## src/rtl/uart_bus_loader_pkg.sv

```systemverilog
// Shared encodings and constants for the UART-driven bus loader.
// Covers the state encoding, the host command and reply bytes, and the bus width.
package uart_bus_loader_pkg;

  localparam int unsigned BUS_W = 32;

  localparam logic [7:0] CMD_WR   = 8'h57;  // 'W'
  localparam logic [7:0] CMD_RD   = 8'h52;  // 'R'
  localparam logic [7:0] ACK_BYTE = 8'h4B;  // 'K'
  localparam logic [7:0] ERR_BYTE = 8'h3F;  // '?'

  typedef enum logic [2:0] {
    ST_IDLE  = 3'd0,
    ST_ADDR  = 3'd1,
    ST_DATA  = 3'd2,
    ST_WRITE = 3'd3,
    ST_READ  = 3'd4,
    ST_REPLY = 3'd5
  } state_t;

endpackage

```

## src/rtl/uart_loader_timeout.sv

```systemverilog
// Inter-byte timeout counter. Clear has priority over enable, and the count
// saturates at the terminal value TIMEOUT_CYCLES-1, where tc is asserted.
module uart_loader_timeout #(
  parameter logic [31:0] TIMEOUT_CYCLES = 32'd1_000_000
) (
  input  logic sysclk,
  input  logic reset,
  input  logic clear,
  input  logic enable,
  output logic tc
);

  localparam logic [31:0] TERMINAL = TIMEOUT_CYCLES - 32'd1;

  logic [31:0] count;

  always_ff @(posedge sysclk or negedge reset) begin
    if (!reset) begin
      count <= 32'd0;
    end else if (clear) begin
      count <= 32'd0;
    end else if (enable && (count != TERMINAL)) begin
      count <= count + 32'd1;
    end
  end

  assign tc = (count == TERMINAL);

endmodule

```

## src/rtl/uart_bus_loader.sv

```systemverilog
// Host-byte command interpreter that issues single-word bus reads and writes
// and streams the reply bytes back through a valid/ready transmit port.
module uart_bus_loader
  import uart_bus_loader_pkg::*;
#(
  parameter logic [31:0] TIMEOUT_CYCLES = 32'd1_000_000
) (
  input  logic        sysclk,
  input  logic        reset,
  input  logic [7:0]  rx_data,
  input  logic        rx_valid,
  output logic [7:0]  tx_data,
  output logic        tx_valid,
  input  logic        tx_ready,
  output logic        rd,
  output logic        wr,
  output logic [31:0] addr,
  output logic [31:0] wdata,
  input  logic [31:0] rdata,
  output logic        busy
);

  // tx handshake: a byte moves when tx_valid & tx_ready are both high at a
  // rising sysclk edge; tx_valid then stays high until the last byte moves.
  state_t          state;
  state_t          state_nxt;
  logic            op_wr;
  logic [1:0]      byte_cnt;
  logic [1:0]      reply_last;
  logic [BUS_W-1:0] resp;
  logic            to_en;
  logic            to_clear;
  logic            to_tc;

  assign to_en    = (state == ST_ADDR) || (state == ST_DATA);
  assign to_clear = rx_valid || !to_en;

  uart_loader_timeout #(
    .TIMEOUT_CYCLES(TIMEOUT_CYCLES)
  ) u_timeout (
    .sysclk(sysclk),
    .reset (reset),
    .clear (to_clear),
    .enable(to_en),
    .tc    (to_tc)
  );

  always_ff @(posedge sysclk or negedge reset) begin
    if (!reset) begin
      state <= ST_IDLE;
    end else begin
      state <= state_nxt;
    end
  end

  always_comb begin
    state_nxt = state;
    rd        = 1'b0;
    wr        = 1'b0;
    tx_valid  = 1'b0;
    tx_data   = 8'h00;
    busy      = (state != ST_IDLE);
    case (state)
      ST_IDLE: begin
        if (rx_valid) begin
          if ((rx_data == CMD_WR) || (rx_data == CMD_RD)) state_nxt = ST_ADDR;
          else                                           state_nxt = ST_REPLY;
        end
      end
      ST_ADDR: begin
        // A timeout in the same cycle as a byte wins; the byte is dropped.
        if (to_tc)                              state_nxt = ST_IDLE;
        else if (rx_valid && byte_cnt == 2'd3)  state_nxt = op_wr ? ST_DATA : ST_READ;
      end
      ST_DATA: begin
        if (to_tc)                              state_nxt = ST_IDLE;
        else if (rx_valid && byte_cnt == 2'd3)  state_nxt = ST_WRITE;
      end
      ST_WRITE: begin
        wr        = 1'b1;
        state_nxt = ST_REPLY;
      end
      ST_READ: begin
        rd        = 1'b1;
        state_nxt = ST_REPLY;
      end
      ST_REPLY: begin
        tx_valid = 1'b1;
        tx_data  = resp[BUS_W-1 -: 8];
        if (tx_ready && (byte_cnt == reply_last)) state_nxt = ST_IDLE;
      end
      default: state_nxt = ST_IDLE;
    endcase
  end

  // resp doubles as the reply shifter: the byte on tx_data is always its top byte.
  always_ff @(posedge sysclk or negedge reset) begin
    if (!reset) begin
      op_wr      <= 1'b0;
      byte_cnt   <= 2'd0;
      reply_last <= 2'd0;
      addr       <= '0;
      wdata      <= '0;
      resp       <= '0;
    end else begin
      case (state)
        ST_IDLE: begin
          if (rx_valid) begin
            byte_cnt <= 2'd0;
            if (rx_data == CMD_WR) begin
              op_wr <= 1'b1;
            end else if (rx_data == CMD_RD) begin
              op_wr <= 1'b0;
            end else begin
              resp       <= {ERR_BYTE, 24'h000000};
              reply_last <= 2'd0;
            end
          end
        end
        ST_ADDR: begin
          if (to_tc) begin
            byte_cnt <= 2'd0;
          end else if (rx_valid) begin
            addr     <= {addr[BUS_W-9:0], rx_data};
            byte_cnt <= byte_cnt + 2'd1;
          end
        end
        ST_DATA: begin
          if (to_tc) begin
            byte_cnt <= 2'd0;
          end else if (rx_valid) begin
            wdata    <= {wdata[BUS_W-9:0], rx_data};
            byte_cnt <= byte_cnt + 2'd1;
          end
        end
        ST_WRITE: begin
          resp       <= {ACK_BYTE, 24'h000000};
          reply_last <= 2'd0;
          byte_cnt   <= 2'd0;
        end
        ST_READ: begin
          resp       <= rdata;
          reply_last <= 2'd3;
          byte_cnt   <= 2'd0;
        end
        ST_REPLY: begin
          if (tx_ready) begin
            resp     <= {resp[BUS_W-9:0], 8'h00};
            byte_cnt <= (byte_cnt == reply_last) ? 2'd0 : (byte_cnt + 2'd1);
          end
        end
        default: begin
          byte_cnt <= 2'd0;
        end
      endcase
    end
  end

endmodule

```

## config.mk

```make
export PLATFORM = sky130hd
export DESIGN_NAME = uart_bus_loader
export DESIGN_NICKNAME = d
export VERILOG_FILES = /design/src/rtl/uart_bus_loader_pkg.sv /design/src/rtl/uart_loader_timeout.sv /design/src/rtl/uart_bus_loader.sv
export SDC_FILE = /design/constraint.sdc
export NUM_CORES = 1
export LEC_CHECK = 0
export ABC_AREA = 1
export CAP_MARGIN = 20
export CORE_ASPECT_RATIO = 1.4
export CORE_UTILIZATION = 39
export DETAILED_ROUTE_END_ITERATION = 10
export GPL_ROUTABILITY_DRIVEN = 1
export PLACE_DENSITY = 0.71
export SYNTH_ARGS = -nofsm -noshare
export SYNTH_HDL_FRONTEND = slang
export SYNTH_SLANG_ARGS = --single-unit
```

## constraint.sdc

```tcl
create_clock -name sysclk -period 1.6 [get_ports sysclk]
set_input_delay 0.48 -clock sysclk [delete_from_list [all_inputs] [get_ports sysclk]]
set_output_delay 0.48 -clock sysclk [all_outputs]
set_load 0.005 [all_outputs]
```

### Word level (Yosys, flattened, before mapping)

Index checks and enable logic that the tools add are counted.

* bits in registers: 136
* input bits: 44
* word-level logic and storage cells: 84

* $add $sub $neg: 2
* equality and inequality tests: 19
* multiplexer cells: 32
* bitwise logic cells: 1
* reduce and logical (&&, ||, !) cells: 22

Operators with widths (number)
* 32-bit two-way mux: 6
* 32-bit one-hot mux with 4 select lines: 1
* 32-bit by 1-bit adder with 32-bit output (second input constant): 1
* 32-bit by 20-bit == test with 1-bit output (second input constant): 1
* 32-bit by 20-bit != test with 1-bit output (second input constant): 1
* 3-bit two-way mux: 8
* 8-bit by 7-bit == test with 1-bit output (second input constant): 2
* 2-bit two-way mux: 8
* 3-bit one-hot mux with 5 select lines: 1
* 2-bit one-hot mux with 3 select lines: 2
* 3-bit AND reduction: 4
* 2-bit != test (second input constant): 5
* 8-bit two-way mux: 1
* 4-bit AND reduction: 2
* 3-bit by 2-bit == test with 1-bit output (second input constant): 2
* 3-bit == test (second input constant): 2
* 3-bit by 2-bit != test with 1-bit output (second input constant): 2
* 3-bit nonzero test: 2
* 1-bit two-way mux: 5
* 5-bit AND reduction: 1
* 2-bit nonzero test: 2
* 4-bit nonzero test: 1
* 2-bit OR reduction: 2
* 3-bit by 1-bit == test with 1-bit output (second input constant): 1
* 9 further kinds: 13

### Logic depth before layout (Yosys ltp)

Gate-level depths: netlist of run 1.

* depth after elaboration: 5
* mapped depth: 11
* mapped depth without buffers: 11

### Modules after synthesis

A second synthesis of run 1 with hierarchy kept.

* cells, all modules: 979
* area, all modules: 7273.2 um^2

By module, submodules not included
* uart_bus_loader: instances 1, cells each 589, area each 4819.6 um^2, sequential area each 2577.5 um^2
* uart_loader_timeout: instances 1, cells each 390, area each 2453.6 um^2, sequential area each 800.8 um^2

### Worst setup path before layout of run 1

Ideal clock, no wire load.

* kind: flip-flop to flip-flop
* start point: reg u_timeout.count[0]
* end point: reg wdata[2]
* arrival time: 1594 ps
* required time: 1481 ps
* path slack: -113 ps
* stages on the path, launching flop included: 11
* buffers on the path: 1
* clock period less this slack: 1713 ps
* cell sequence: dfrtp_1 ha_1 nand2_1 nor2_2 nand3_1 nor2_2 nand2_4 nand2_4 nor2_4 buf_6 o21a_1

* longest elaborated chain between the ends: 3

RTL lines
* from (decl): line uart_loader_timeout.sv:15 `logic [31:0] count;`
* from (signal assigned): line uart_loader_timeout.sv:23 `count <= count + 32'd1;`
* 32-bit by 20-bit == test with 1-bit output: line uart_loader_timeout.sv:27 `assign tc = (count == TERMINAL);`
* 1-bit inverter (no source line)
* 3-bit AND reduction (no source line)
* to (signal assigned): line uart_bus_loader.sv:132 `wdata <= {wdata[BUS_W-9:0], rx_data};`
* to (decl): line uart_bus_loader.sv:18 `output logic [31:0] wdata,`

Every way passes these cells.
A chain may end at the register's enable or synchronous reset.

### Worst setup path in the final report of run 1

* start point: reg u_timeout.count[0]
* end point: reg state[0]

* longest elaborated chain between the ends: 3

RTL lines
* 32-bit by 20-bit == test with 1-bit output *: line uart_loader_timeout.sv:27
* 3-bit two-way mux (tied with other cells): line uart_bus_loader.sv:76 `if (to_tc) state_nxt = ST_IDLE;`
* 3-bit one-hot mux with 5 select lines / 4-bit AND reduction (equally long branches)
* to (signal assigned): line uart_bus_loader.sv:52 `state <= state_nxt;`
* to (decl): line uart_bus_loader.sv:25 `state_t state;`

Every way passes the cells marked *; elsewhere a longest branch is shown, timed or not.

==> results of run 1 <==
## logic make-up after synthesis
group / Yosys count / share of synthesized area (%)
DFF: 135 / 50.5
adders and majority gates: 2 / 0.374
buffers and inverters: 114 / 7.45
xor gates and xnor gates: 16 / 2.10
AOI/OAI and AO/OA: 158 / 12.9
and+or+nand+nor: 427 / 26.7
## worst max-delay path, stage by stage (launching register included)
cell      delay, ps
dfrtp_1         470
ha_4            210
nand2_4          60
nor2_4          110
buf_4           140
nand2_1          50
nor2_1          150
nand2_2         130
nand2_2         120
nand2_4          60
o21bai_1        190
nand2_1         170
## cell usage after synthesis (all sizes together)
| cell | instances | area [sq um] |
|---|---|---|
| dfrtp | 135 | 3380 |
| nand4 | 11 | 68.8 |
| nand2 | 290 | 1130 |
| xor2 | 15 | 131 |
| clkbuf | 9 | 33.8 |
| o22ai | 1 | 12.5 |
| a221oi | 1 | 8.76 |
| inv | 82 | 308 |
| nand3 | 23 | 120 |
| o211ai | 4 | 30.0 |
| o21bai | 1 | 7.51 |
| o21a | 6 | 45.0 |
| a21oi | 18 | 116 |
| xnor2 | 1 | 8.76 |
| o21ai | 125 | 626 |
| nand3b | 1 | 7.51 |
| a31oi | 1 | 6.26 |
| nor4 | 2 | 12.5 |
| nor3 | 19 | 95.1 |
| ha | 2 | 25.0 |
| clkinv | 1 | 3.75 |
| o2111ai | 1 | 8.76 |
| nor2 | 81 | 355 |
| buf | 22 | 153 |
## state kept, by name, indices dropped and copies added, names as in the netlist
signal           flops
reply_last           1
wdata               32
u_timeout.count     32
resp                32
byte_cnt             2
op_wr                1
addr                32
state                3
## metrics by stage
step	utilization, %	worst slack, ps	hold slack [ps]	setup TNS [ps]
final	71.3	-432	476	-42140
after global routing	71.3	-516	509	-49310
after CTS	65.3	-421	477	-27300
after detailed placement	53.7	-696	375	-51350
after global placement	53.7	-654	376	-49170
after floorplan	-	-79.0	184	-2720
## routing by layer
layer	vias up	part of all wire, %
met3	181	7.0
met4	0	7.9
met1	3829	34
li1	3446	-
met2	500	52
met5	-	0
## what timing repair did
| action | in CTS | in global routing |
|---|---|---|
| setup buffers | 79 | 39 |
| hold endpoints to repair | 24 | 0 |
| resized for setup | 302 | 263 |
| hold buffers | 1 | 0 |
| pin swaps | 30 | 56 |
| setup endpoints to repair | 198 | 164 |
| cloned | 12 | 7 |
## power by group through the flow
| stage | combinational (W) | sequential, W | clock (W) |
|---|---|---|---|
| after global routing | 0.00946 | 0.00481 | 0.00427 |
| after floorplan | 0.00267 | 0.00466 | 0 |
| after CTS | 0.00725 | 0.00463 | 0.00403 |
| final | 0.00897 | 0.00476 | 0.00410 |
| after detailed placement | 0.00477 | 0.00471 | 0 |
| after global placement | 0.00468 | 0.00469 | 0 |
## worst min path at each step
stage | from | end | cells past startpoint
floorplan | reset | addr[0] | 0
global placement | reset | wdata[22] | 1
detailed placement | reset | wdata[22] | 1
CTS | wdata[24] | wdata[24] | 2
global route | reset | wdata[23] | 2
finish | wdata[26] | wdata[26] | 2
## layout make-up
| type | instances | area [sq um] |
|---|---|---|
| clock buffers | 18 | 439 |
| clock inverters | 14 | 153 |
| fillers | 1058 | 4810 |
| inverters | 83 | 342 |
| multi-input cells | 607 | 3880 |
| flip-flops and latches | 135 | 3380 |
| well taps | 203 | 254 |
| repair buffers | 363 | 3490 |
==> flow_metrics.env, run 1 <==
export IMPL_grt_pass1_wl_mm=36.6
export IMPL_p_total_w=0.0178
export IMPL_use_met3_pct=5.47
export IMPL_crit_fanout=3
export IMPL_setup_ws_ps=-432
export IMPL_clock_sinks=135
export IMPL_p_per_area_nw_per_um2=1490
export IMPL_route_detailed_drc=0
export IMPL_mostFrequentLayoutCells="178 x nand2_1, 172 x buf_4, 132 x dfrtp_1, 78 x nand2_2, 64 x inv_1"
export IMPL_grt_max_degree=38
export IMPL_final_cell_count_no_fill=1423
export IMPL_routedWlPerCell_um=20.0
export IMPL_hold_violations=0
export IMPL_maxSlewHeadroom_pct=74.4
export IMPL_viasPerCell=5.59
export IMPL_leakage_nw=5.94
export IMPL_grt_util_met1_pct=27.7
export IMPL_placed_area_sq_um=8990
export IMPL_io_buffers=119
export IMPL_ff2ff_setup_slack_ps=-430
export IMPL_grt_pass1_vias=7606
export IMPL_rows=56
export IMPL_core_sq_um=16700
export IMPL_syn_inst=852
export IMPL_rsz0062_at_grt="yes"
export IMPL_timing_rr_end="state[0]"
export IMPL_hold_path_class="flip-flop to flip-flop"
export IMPL_startpoint_type="flip-flop"
export IMPL_reg2regPathDepth=11
export IMPL_grt_util_met2_pct=48.6
export IMPL_nets=1253
export IMPL_dr_total_vias=7956
export IMPL_status="complete, but fails checks"
export IMPL_worstPathRequired_ps=1870
export IMPL_syn2layout_area_growth_pct=78.5
export IMPL_chipWidth_um=113
export IMPL_cp_arrival_ps=2300
export IMPL_drv_cap=0
export IMPL_critPathCaptureType="flip-flop"
export IMPL_period_share_pct=127
export IMPL_violations="setup timing"
export IMPL_ir_worst_vdd_v=0.00138
export IMPL_drt_iter0_drc=733
export IMPL_die_h_um=157
export IMPL_dp_cells=1268
export IMPL_synth_area_sq_um=6690
export IMPL_clk_pin_slew_worst_paths_ps=70
export IMPL_p_int_w=0.0107
export IMPL_cts_buffers=17
export IMPL_antenna_found_initial=0
export IMPL_dr_pass1_iters=5
export IMPL_clock_latency_ps=430
export IMPL_syn_area_per_cell_sq_um=7.85
export IMPL_ys_seq_area_share_pct=50.5
export IMPL_antenna_left=0
export IMPL_setup_violations_final=147
export IMPL_fin_crit_ps=2030
export IMPL_p_comb_share_pct=50.3
export IMPL_switchingPower_w=0.00712
export IMPL_dp_hpwl_mm=13.3
export IMPL_path_class="flip-flop to flip-flop"
export IMPL_synth_nets=898
export IMPL_max_freq_ghz=0.492
export IMPL_grt_overflow_total=0
export IMPL_die_area_sq_um=17700
export IMPL_grtUsageTotal_pct=26.5
export IMPL_power_share_switching_pct=39.9
export IMPL_diodes=0
export IMPL_ys_warn_count=0
export IMPL_ios=120
export IMPL_power_share_clock_pct=23.0
export IMPL_cts_htree_levels=4
export IMPL_synth_distinct_cells=36
export IMPL_place_gp_congestion=0.909
export IMPL_drt_wl_total_mm=28.4
export IMPL_grt_busiest_layer="met2"
export IMPL_design_area_sq_um=11900
export IMPL_cp_startpoint="u_timeout.count[0]"
export IMPL_r2r_start="u_timeout.count[0]"
export IMPL_worst_pin_slew_ps=383
export IMPL_cts_root_buf="clkbuf_16"
export IMPL_start_util_pct=39.9
export IMPL_tritoncts="done"
export IMPL_drive_above_1_share_pct=44.3
export IMPL_finClkSkew_ps=9.58
export IMPL_drv_slew=0
export IMPL_power_frac_seq_pct=26.7
export IMPL_endpoint="state[0]"
export IMPL_final_common_cell="nand2_1"
export IMPL_synth_seq_cells=135
export IMPL_ctsLongestPathBuffers=2
Power figures use the tool's default switching activity.
==> run 2: changes to the inputs <==
--- a/config.mk
+++ b/config.mk
@@ -5,12 +5,11 @@
 export SDC_FILE = /design/constraint.sdc
 export NUM_CORES = 1
 export LEC_CHECK = 0
-export ABC_AREA = 1
 export CAP_MARGIN = 20
 export CORE_ASPECT_RATIO = 1.4
 export CORE_UTILIZATION = 39
 export DETAILED_ROUTE_END_ITERATION = 10
-export GPL_ROUTABILITY_DRIVEN = 1
+export GPL_ROUTABILITY_DRIVEN = 0
 export PLACE_DENSITY = 0.71
 export SYNTH_ARGS = -nofsm -noshare
 export SYNTH_HDL_FRONTEND = slang
==> run 2 against run 1 <==
The flow still finishes with violations (setup timing). Critical path type unchanged. Non-clock buffer count down 33. Combinational power down 10%. Worst hold slack better by 27 ps. Clock power about the same. Sequential power up 3%. Global-route usage down 3.3 points. Via count down 29%. Die area down 4.0%. Final cell count down 27%. Core utilization down 3.7 points.
==> flow_metrics.env, run 2 <==
export IMPL_fin_crit_ps=2140
export IMPL_synth_simple_area_share_pct=12.4
export IMPL_drive_above_1_share_pct=49.6
export IMPL_synth_fa_ha_area_share_pct=0.390
export IMPL_synth_common_cells="135 x dfrtp_1, 60 x mux2_4, 31 x nor2_1, 21 x mux2i_1, 18 x clkbuf_1"
export IMPL_grt_overflow_total=0
export IMPL_drt_iter0_drc=381
export IMPL_chipWidth_um=110
export IMPL_crit_fanout=5
export IMPL_yosysTopAreaCell="dfrtp_1"
export IMPL_status="complete, but fails checks"
export IMPL_synth_seq_cells=135
export IMPL_worstHoldPathCells=1
export IMPL_ys_seq_area_share_pct=52.6
export IMPL_antenna_left=0
export IMPL_ys_warn_count=0
export IMPL_nets=873
export IMPL_yosysMostFrequentCell="dfrtp_1"
export IMPL_synthFlopType="dfrtp_1"
export IMPL_synth_area_sq_um=6420
export IMPL_drv_cap=0
export IMPL_worstPathRequired_ps=1910
export IMPL_r2r_start="u_timeout.count[28]"
export IMPL_synthMuxAreaShare_pct=18.5
export IMPL_finClkSkew_ps=12.3
export IMPL_dr_pass1_iters=4
export IMPL_startpoint_type="flip-flop"
export IMPL_start_util_pct=39.9
export IMPL_cp_top_family="simple AND/OR/NAND/NOR gates"
export IMPL_hold_start="resp[21]"
export IMPL_cp_depth=8
export IMPL_final_cell_count_no_fill=1039
export IMPL_synth_compound_area_share_pct=8.85
export IMPL_reg2regPathDepth=8
export IMPL_grt_pass1_vias=5976
export IMPL_leakage_nw=5.49
export IMPL_clock_latency_ps=430
export IMPL_maxSlewHeadroom_pct=76.3
export IMPL_critPathCaptureType="flip-flop"
export IMPL_synth_nets=553
export IMPL_violations="setup timing"
export IMPL_num_fill_cells=1040
export IMPL_cts_buffers=17
export IMPL_final_common_cell="buf_4"
export IMPL_ios=120
export IMPL_clk_pin_slew_worst_paths_ps=60
export IMPL_viasPerCell=5.43
export IMPL_grt_pass1_wl_mm=31.0
export IMPL_synth_distinct_cells=52
export IMPL_p_per_area_nw_per_um2=1560
export IMPL_max_stage_delay_ps=410
export IMPL_path_class="flip-flop to flip-flop"
export IMPL_dp_slack_ps=-779
export IMPL_hold_violations=0
export IMPL_cts_root_buf="clkbuf_16"
export IMPL_grtUsageTotal_pct=23.3
export IMPL_synth_top_family_by_area="multiplexers"
export IMPL_hold_path_class="flip-flop to flip-flop"
export IMPL_synth_area_leaders="dfrtp_1 53%, mux2_4 14%, mux2i_1 3.3%"
export IMPL_routedWlPerCell_um=20.5
export IMPL_mostFrequentLayoutCells="145 x buf_4, 135 x dfrtp_1, 64 x mux2_4, 57 x dlygate4sd2_1, 55 x buf_6"
export IMPL_ir_worst_vdd_v=0.00115
export IMPL_setup_violations_final=143
export IMPL_synth_top_area_share_pct=52.6
export IMPL_dp_hpwl_mm=11.3
export IMPL_syn2layout_area_growth_pct=69.7
export IMPL_route_detailed_drc=0
export IMPL_dp_cells=902
export IMPL_cp_cell_sequence="nor4_4 > buf_4 > nand3_4 > or3_4 > nand4_4 > buf_12 > buf_8 > mux2_4"
export IMPL_synthXorXnorAreaFrac_pct=3.00
export IMPL_rsz0062_at_grt="yes"
export IMPL_syn_inst=507
export IMPL_ctsLongestPathBuffers=2
export IMPL_synth_edff_count=0
export IMPL_die_h_um=154
export IMPL_cp_startpoint="u_timeout.count[28]"
export IMPL_synth_async_reset_ratio_pct=100
export IMPL_syn_area_per_cell_sq_um=12.7
export IMPL_slowest_stage="dfrtp_1"
export IMPL_max_freq_ghz=0.468
export IMPL_drt_wl_total_mm=21.3
export IMPL_antenna_found_initial=0
export IMPL_period_share_pct=134
export IMPL_setup_ws_ps=-537
export IMPL_cp_num_buf_inv=3
export IMPL_worst_pin_slew_ps=346
export IMPL_io_buffers=119
export IMPL_rows=55
export IMPL_diodes=0
export IMPL_cp_arrival_ps=2450
export IMPL_cts_htree_levels=4
export IMPL_timing_hold_ws_ps=503
export IMPL_tritoncts="done"
export IMPL_grt_max_degree=43
export IMPL_die_area_sq_um=17000
export IMPL_dr_total_vias=5645
export IMPL_clock_sinks=135
export IMPL_drv_slew=0
export IMPL_core_sq_um=16100
run 2: cell types whose count changed after synthesis, moves of 12 or more:
cell / delta
nand2_1: -268
o21ai_0: -78
inv_1: -61
mux2_4: +60
nor2_1: -41
o21ai_1: -29
mux2i_1: +21
o2bb2ai_1: +17
and2_1: +15
xnor2_1: +15
or3_1: +12
run 2: path summary, 6_finish.rpt:
check                           slack (ps)        end
min in group asynchronous              510    resp[5]
worst min register to register         500   resp[21]
max in group asynchronous              500   addr[19]
worst max-delay path                  -540  wdata[25]
worst max register to register        -540  wdata[25]
worst min-delay path                   500   resp[21]
run 2: cell type report:
| class | instances | area, sq um | area share [%] |
|---|---|---|---|
| Sequential cell | 135 | 3380 | 31.0 |
| Tap cell | 199 | 249 | 2.29 |
| Multi-Input combinational cell | 330 | 3440 | 31.6 |
| Clock inverter | 12 | 141 | 1.30 |
| Inverter | 13 | 56.3 | 0.517 |
| Timing Repair Buffer | 330 | 3160 | 29.0 |
| Clock buffer | 20 | 467 | 4.28 |
run 2: cell families after synthesis:
group | after synthesis
multiplexers | 88
AO/OA/AOI/OAI | 81
XOR/XNOR | 22
adder cells (fa/ha/maj) | 2
flip-flops | 135
buffers and inverters | 42
AND/OR/NAND/NOR | 137
run 2: metal layers:
metal	GRT usage (%)	vias to the layer above	part of all wire (%)
li1	-	2484	-
met1	26.0	2924	37
met2	42.9	185	56
met3	4.14	52	3.8
met4	10.3	0	3.0
met5	0	-	0
run 2: repair_timing:
| item | in CTS | in global routing |
|---|---|---|
| gates cloned | 7 | 3 |
| endpoints found under the setup margin | 205 | 160 |
| hold buffers | 1 | 0 |
| pin swaps | 52 | 43 |
| buffers inserted | 81 | 33 |
| endpoints found under the hold margin | 21 | 0 |
| gates resized for setup | 244 | 69 |
run 2: power by group:
group | switching [W] | total [W] | internal, W
registers | 0.000614 | 0.00489 | 0.00428
logic | 0.00339 | 0.00804 | 0.00465
clock network | 0.00163 | 0.00407 | 0.00245
total | 0.00563 | 0.0170 | 0.0114
run 2: per-stage QoR:
step | power [W] | TNS (ps) | utilization, % | instance area (sq um)
2_1_floorplan | 0.00817 | -34040 | - | 6650
3_3_place_gp | 0.0106 | -80690 | 54.2 | 8730
3_5_place_dp | 0.0108 | -82920 | 54.2 | 8730
4_1_cts | 0.0161 | -54080 | 65.2 | 10500
5_1_grt | 0.0176 | -56130 | 67.6 | 10900
6_report | 0.0170 | -49020 | 67.6 | 10900
